$ cat src/rtl/fifo_pkg.sv
// rtl/fifo_pkg.sv - Shared gray/binary helpers and address-width derivation for async FIFO controllers
package fifo_pkg;

    function automatic int unsigned addr_width(int unsigned depth);
        return $clog2(depth);
    endfunction

    function automatic logic [31:0] bin2gray(logic [31:0] b);
        return b ^ (b >> 1);
    endfunction

    function automatic logic [31:0] gray2bin(logic [31:0] g);
        logic [31:0] b;
        b[31] = g[31];
        for (int i = 30; i >= 0; i--) begin
            b[i] = b[i+1] ^ g[i];
        end
        return b;
    endfunction

endpackage

$ cat src/rtl/fifo_rptr_empty_if.sv
// rtl/fifo_rptr_empty_if.sv - Read-side consumer/status bundle of the async FIFO
interface fifo_rptr_empty_if #(
    parameter int AW = 3
) ();
    logic          r_en;
    logic [AW:0]   rq2_wptr;
    logic          r_underflow_clr;
    logic [AW-1:0] raddr;
    logic [AW:0]   rptr;
    logic          r_empty;
    logic          r_almost_empty;
    logic [AW:0]   r_count;
    logic          r_underflow;
    logic          r_valid;

    modport master (
        output r_en, rq2_wptr, r_underflow_clr,
        input  raddr, rptr, r_empty, r_almost_empty, r_count, r_underflow, r_valid
    );

    modport slave (
        input  r_en, rq2_wptr, r_underflow_clr,
        output raddr, rptr, r_empty, r_almost_empty, r_count, r_underflow, r_valid
    );
endinterface

$ cat src/rtl/fifo_gray2bin.sv
// rtl/fifo_gray2bin.sv - Combinational gray-to-binary converter (prefix XOR from the MSB)
module fifo_gray2bin #(
    parameter int W = 4
) (
    input  logic [W-1:0] gray_i,
    output logic [W-1:0] bin_o
);
    for (genvar i = 0; i < W; i++) begin : g_bit
        assign bin_o[i] = ^gray_i[W-1:i];
    end
endmodule

$ cat src/rtl/fifo_rptr_empty.sv
// rtl/fifo_rptr_empty.sv - Read-domain pointer, empty/almost-empty, occupancy and underflow controller
module fifo_rptr_empty
    import fifo_pkg::*;
#(
    parameter int DEPTH     = 8,
    parameter int AE_THRESH = 1
) (
    input  logic               r_clk,
    input  logic               rst_n,
    fifo_rptr_empty_if.slave   rif
);
    localparam int AW = addr_width(DEPTH);
    localparam int PW = AW + 1;

    logic [AW:0] rbin_q, rbin_d;
    logic [AW:0] rptr_q, rptr_d;
    logic [AW:0] count_q, count_d;
    logic [AW:0] wbin;
    logic        empty_q, empty_d;
    logic        aempty_q, aempty_d;
    logic        underflow_q, underflow_d;
    logic        valid_q, valid_d;
    logic        r_inc;

    fifo_gray2bin #(.W(PW)) u_gray2bin (
        .gray_i (rif.rq2_wptr),
        .bin_o  (wbin)
    );

    // Status is derived from the next pointer so empty asserts in the same
    // cycle the last read is registered, never one cycle late.
    always_comb begin
        r_inc       = rif.r_en & ~empty_q;
        rbin_d      = rbin_q + {{AW{1'b0}}, r_inc};
        rptr_d      = PW'(bin2gray(32'(rbin_d)));
        count_d     = wbin - rbin_d;
        empty_d     = (rptr_d == rif.rq2_wptr);
        aempty_d    = (count_d <= PW'(AE_THRESH));
        underflow_d = (rif.r_en & empty_q) | (underflow_q & ~rif.r_underflow_clr);
        valid_d     = r_inc;
    end

    always_ff @(posedge r_clk or negedge rst_n) begin
        if (!rst_n) begin
            rbin_q      <= '0;
            rptr_q      <= '0;
            count_q     <= '0;
            empty_q     <= 1'b1;
            aempty_q    <= 1'b1;
            underflow_q <= 1'b0;
            valid_q     <= 1'b0;
        end else begin
            rbin_q      <= rbin_d;
            rptr_q      <= rptr_d;
            count_q     <= count_d;
            empty_q     <= empty_d;
            aempty_q    <= aempty_d;
            underflow_q <= underflow_d;
            valid_q     <= valid_d;
        end
    end

    assign rif.raddr          = rbin_q[AW-1:0];
    assign rif.rptr           = rptr_q;
    assign rif.r_empty        = empty_q;
    assign rif.r_almost_empty = aempty_q;
    assign rif.r_count        = count_q;
    assign rif.r_underflow    = underflow_q;
    assign rif.r_valid        = valid_q;
endmodule
$ cat src/flat_wrapper.sv
// flat-port wrapper written by rule: the top's interface ports become plain ports
module fifo_rptr_empty_flat import fifo_pkg::*;
#(
    parameter int DEPTH     = 8,
    parameter int AE_THRESH = 1
)
  (r_clk, rst_n, rif_r_en, rif_rq2_wptr, rif_r_underflow_clr, rif_raddr, rif_rptr, rif_r_empty, rif_r_almost_empty, rif_r_count, rif_r_underflow, rif_r_valid);
  fifo_rptr_empty_if rif_i ();
  input  logic r_clk;
  input  logic rst_n;
  input wire logic [$bits(rif_i.r_en)-1:0] rif_r_en;
  input wire logic [$bits(rif_i.rq2_wptr)-1:0] rif_rq2_wptr;
  input wire logic [$bits(rif_i.r_underflow_clr)-1:0] rif_r_underflow_clr;
  output wire logic [$bits(rif_i.raddr)-1:0] rif_raddr;
  output wire logic [$bits(rif_i.rptr)-1:0] rif_rptr;
  output wire logic [$bits(rif_i.r_empty)-1:0] rif_r_empty;
  output wire logic [$bits(rif_i.r_almost_empty)-1:0] rif_r_almost_empty;
  output wire logic [$bits(rif_i.r_count)-1:0] rif_r_count;
  output wire logic [$bits(rif_i.r_underflow)-1:0] rif_r_underflow;
  output wire logic [$bits(rif_i.r_valid)-1:0] rif_r_valid;
  assign rif_i.r_en = rif_r_en;
  assign rif_i.rq2_wptr = rif_rq2_wptr;
  assign rif_i.r_underflow_clr = rif_r_underflow_clr;
  assign rif_raddr = rif_i.raddr;
  assign rif_rptr = rif_i.rptr;
  assign rif_r_empty = rif_i.r_empty;
  assign rif_r_almost_empty = rif_i.r_almost_empty;
  assign rif_r_count = rif_i.r_count;
  assign rif_r_underflow = rif_i.r_underflow;
  assign rif_r_valid = rif_i.r_valid;
  fifo_rptr_empty #(.DEPTH(DEPTH), .AE_THRESH(AE_THRESH)) u_core (.r_clk(r_clk), .rst_n(rst_n), .rif(rif_i));
endmodule
$ cat config.mk
export PLATFORM = sky130hd
export DESIGN_NAME = fifo_rptr_empty_flat
export DESIGN_NICKNAME = d
export VERILOG_FILES = /design/src/rtl/fifo_pkg.sv /design/src/rtl/fifo_rptr_empty_if.sv /design/src/rtl/fifo_gray2bin.sv /design/src/rtl/fifo_rptr_empty.sv /design/src/flat_wrapper.sv
export SDC_FILE = /design/constraint.sdc
export NUM_CORES = 1
export LEC_CHECK = 0
export ABC_AREA = 1
export CAP_MARGIN = 40
export CORE_ASPECT_RATIO = 1.2
export CORE_MARGIN = 5
export CORE_UTILIZATION = 41
export CTS_CLUSTER_DIAMETER = 80
export DETAILED_ROUTE_END_ITERATION = 16
export PLACE_DENSITY = 0.76
export SYNTH_ARGS = -nofsm -noshare
export SYNTH_HDL_FRONTEND = slang
export SYNTH_SLANG_ARGS = --single-unit
$ cat constraint.sdc
create_clock -name r_clk -period 1.9 [get_ports r_clk]
set_input_delay 0.19 -clock r_clk [delete_from_list [all_inputs] [get_ports r_clk]]
set_output_delay 0.19 -clock r_clk [all_outputs]
set_load 0.01 [all_outputs]
==> flow_metrics.py, run 1 <==
metrics = {
    "status": {
        "status": "finished, final reports clean",
    },
    "final_layout": {
        "nets": 149,
        "num-fill-cells": 143,
        "regArea_um2": 378,
        "fin_area_um2": 1310,
        "final_util_pct": 70.1,
        "n_antenna_cell": 0,
        "area_growth_syn_to_layout_pct": 61.7,
        "fin_cells": 155,
        "multi_input_area_um2": 453,
        "drive_gt1_share_pct": 36.8,
    },
    "place": {
        "dp_worst_setup_slack_ns": -0.238,
        "routabilityCongestion": 0.792,
        "portBuffers": 22,
        "dp_cells": 145,
        "hpwl_um": 1320,
        "dpl_cell_area_um2": 1170,
    },
    "timing": {
        "fin_ws_ns": 0.0425,
        "slew_violations": 0,
        "slew_headroom_pct": 58.3,
        "clock_skew_ns": 0.00379,
        "worst_hold_slack_ns": 0.291,
        "fin_crit_ns": 1.86,
        "setup_tns_ns": 0,
        "report.final.hold_viol_count": 0,
        "worstMarginPinSlew_ns": 0.623,
        "finalSetupViolCount": 0,
        "min_period_over_period_pct": 97.8,
        "clock.fmax_mhz": 538,
    },
    "flow_run": {
        "cap_violations": 0,
    },
    "logic_synthesis": {
        "syn_area_um2": 811,
        "yosysUniqueCellTypes": 18,
        "yosysWarnings": 0,
        "synth_area_per_cell_um2": 9.01,
        "seq_area_frac_synth_pct": 46.6,
        "yosys_register_bits": 15,
        "syn_inst": 90,
        "syn_nets": 102,
    },
    "power_and_ir_drop": {
        "power_density_nw_per_um2": 1740,
        "power.total_mw": 2.28,
        "ir_worst_vdd_mv": 0.742,
        "p_leak_nw": 0.665,
    },
    "worst_setup_path": {
        "crit_arrival_ns": 2.08,
        "crit_buf_inv": 4,
        "crit_cells": 14,
        "cp_slowest_cell": "clkdlybuf4s50_1",
        "r2r_end": "u_core.rif.r_almost_empty",
        "critPathCaptureType": "flip-flop",
        "path_cells": "clkdlybuf4s50_1, inv_2, nand2_1, nand3_1, nand2_1, xor2_1, ha_1, inv_1, ha_2, inv_2, nand2_1, nand2_2, nand3b_1, nor2_2",
        "worst_path_most_repeated_cell": "nand2_1",
        "r2r-start": "u_core.rif.r_empty",
        "critPathLaunchType": "primary input",
        "critical_path_required_ns": 2.12,
        "worstSetupPathType": "primary input to flip-flop",
        "crit_family": "buffers and inverters",
        "max_stage_delay_ns": 0.51,
        "cp_max_fo": 3,
        "r2r_slack_ns": 0.04,
        "r2r_cells": 14,
    },
    "global_route": {
        "antenna_found_initial": 0,
        "grt_overflow_total": 0,
        "grt_pass1_wl_um": 2730,
        "grt_max_degree": 16,
        "grt_pass1_vias": 691,
        "grt_usage_pct": 12.2,
    },
    "hold_path": {
        "hold_path_class": "primary input to asynchronous set/reset pin",
    },
    "clocking": {
        "cts_root_buf": "clkbuf_4",
        "cts_buffer_depth": 2,
        "cts_buffers": 3,
        "hold_buffers": 0,
        "clk_pin_slew_worst_paths_ns": 0.08,
        "htree_num_levels": 1,
        "clock_sinks": 15,
        "insertion_delay_ns": 0.28,
        "cts_tree": "done",
    },
    "detailed_routing": {
        "drt_iter0_markers": 13,
        "antenna_left": 0,
        "vias": 720,
        "drc": 0,
        "wl_um": 1890,
        "drt_pass1_iterations": 4,
        "viasPerCell": 4.65,
        "drt-wirelength-per-cell_um": 12.2,
    },
    "floorplan": {
        "die_width_um": 50.6,
        "rows": 17,
        "die_h_um": 58.7,
        "core_area_um2": 1870,
        "die_area_um2": 2970,
        "ios": 23,
        "initial_core_util_pct": 43.3,
    },
}
[report_power, final]
part	total [mW]	internal (mW)	switching [mW]
logic	1.55	0.823	0.727
registers	0.559	0.472	0.0871
clock network	0.175	0.0816	0.0930
total	2.28	1.38	0.907
[state kept, by name, indices dropped and copies added (netlist names)]
register,cells
u_core.rbin_q,4
u_core.rif.r_count,4
u_core.rif.rptr,3
u_core.rif.r_almost_empty,1
u_core.rif.r_empty,1
u_core.rif.r_underflow,1
u_core.rif.r_valid,1
[per-layer routing]
layer / up-vias / wire length (um) / global-route usage [%]
li1: 362 / - / -
met1: 327 / 671 / 12.1
met2: 24 / 1020 / 21.1
met3: 7 / 128 / 2.03
met4: 0 / 74 / 10.9
met5: - / 0 / 0
[how the worst max path moves through the flow]
stage,from,end,slack (ns)
6_report,rif_rq2_wptr[2],u_core.rif.r_almost_empty,0.04
5_1_grt,u_core.rif.r_empty,u_core.rif.r_empty,-0.06
4_1_cts,u_core.rif.r_empty,u_core.rif.r_almost_empty,0.01
3_5_place_dp,rif_r_en,u_core.rif.r_almost_empty,-0.24
3_3_place_gp,rif_r_en,u_core.rif.r_almost_empty,-0.19
2_1_floorplan,u_core.rif.r_empty,u_core.rif.r_almost_empty,0.003
[kinds of logic after synthesis]
group	count (synthesis)	synth area share, %
fa+ha+maj	4	6.17
xor+xnor	8	12.7
flops	15	46.6
buf+inv	16	7.41
compound gates	1	0.617
simple gates	46	26.5
[synth_stat cells]
master,count,area share (%)
dfrtp_1,13,40
dfstp_2,2,6.5
ha_1,4,6.2
inv_1,15,6.9
inv_2,1,0.46
nand2_1,25,12
nand2_2,4,3.1
nand2_4,1,1.4
nand3_1,3,1.9
nand3_2,2,2.5
nand3b_1,1,0.93
nand4_1,1,0.77
nor2_1,8,3.7
nor2_2,1,0.77
o21ai_0,1,0.62
xnor2_4,1,3.4
xnor3_1,1,2.8
xor2_1,6,6.5
[cell type report]
cell class	count	share of cell area [%]
clock buffers	4	2.00
flip-flops and latches	15	28.8
well taps	19	1.81
repair buffers	42	28.2
multi-input cells	59	34.5
inverters	16	4.58
[timing repair]
action / CTS / global route
setup endpoints to repair: 0 / 4
gates resized for setup: 0 / 18
setup buffers: 0 / 7
[layout by cell type, fill, tap and decap left out, drive strengths merged]
| master | count |
|---|---|
| inv | 16 |
| o21ai | 1 |
| dfstp | 2 |
| nand3b | 1 |
| dfrtp | 13 |
| nor2 | 9 |
| xnor2 | 1 |
| clkbuf | 4 |
| ha | 4 |
| xnor3 | 1 |
| buf | 20 |
| clkdlybuf4s50 | 22 |
| nand4 | 1 |
| nand2 | 30 |
| nand3 | 5 |
| xor2 | 6 |
(Power assumes the default switching activity.)
==> run 2: changes to the inputs <==
--- a/config.mk
+++ b/config.mk
@@ -11,6 +11,7 @@
 export CORE_MARGIN = 5
 export CORE_UTILIZATION = 41
 export CTS_CLUSTER_DIAMETER = 80
+export CTS_CLUSTER_SIZE = 25
 export DETAILED_ROUTE_END_ITERATION = 16
 export PLACE_DENSITY = 0.76
 export SYNTH_ARGS = -nofsm -noshare
==> results of run 2 <==
The final DEF is identical to that of run 1; final timing and power are the same.
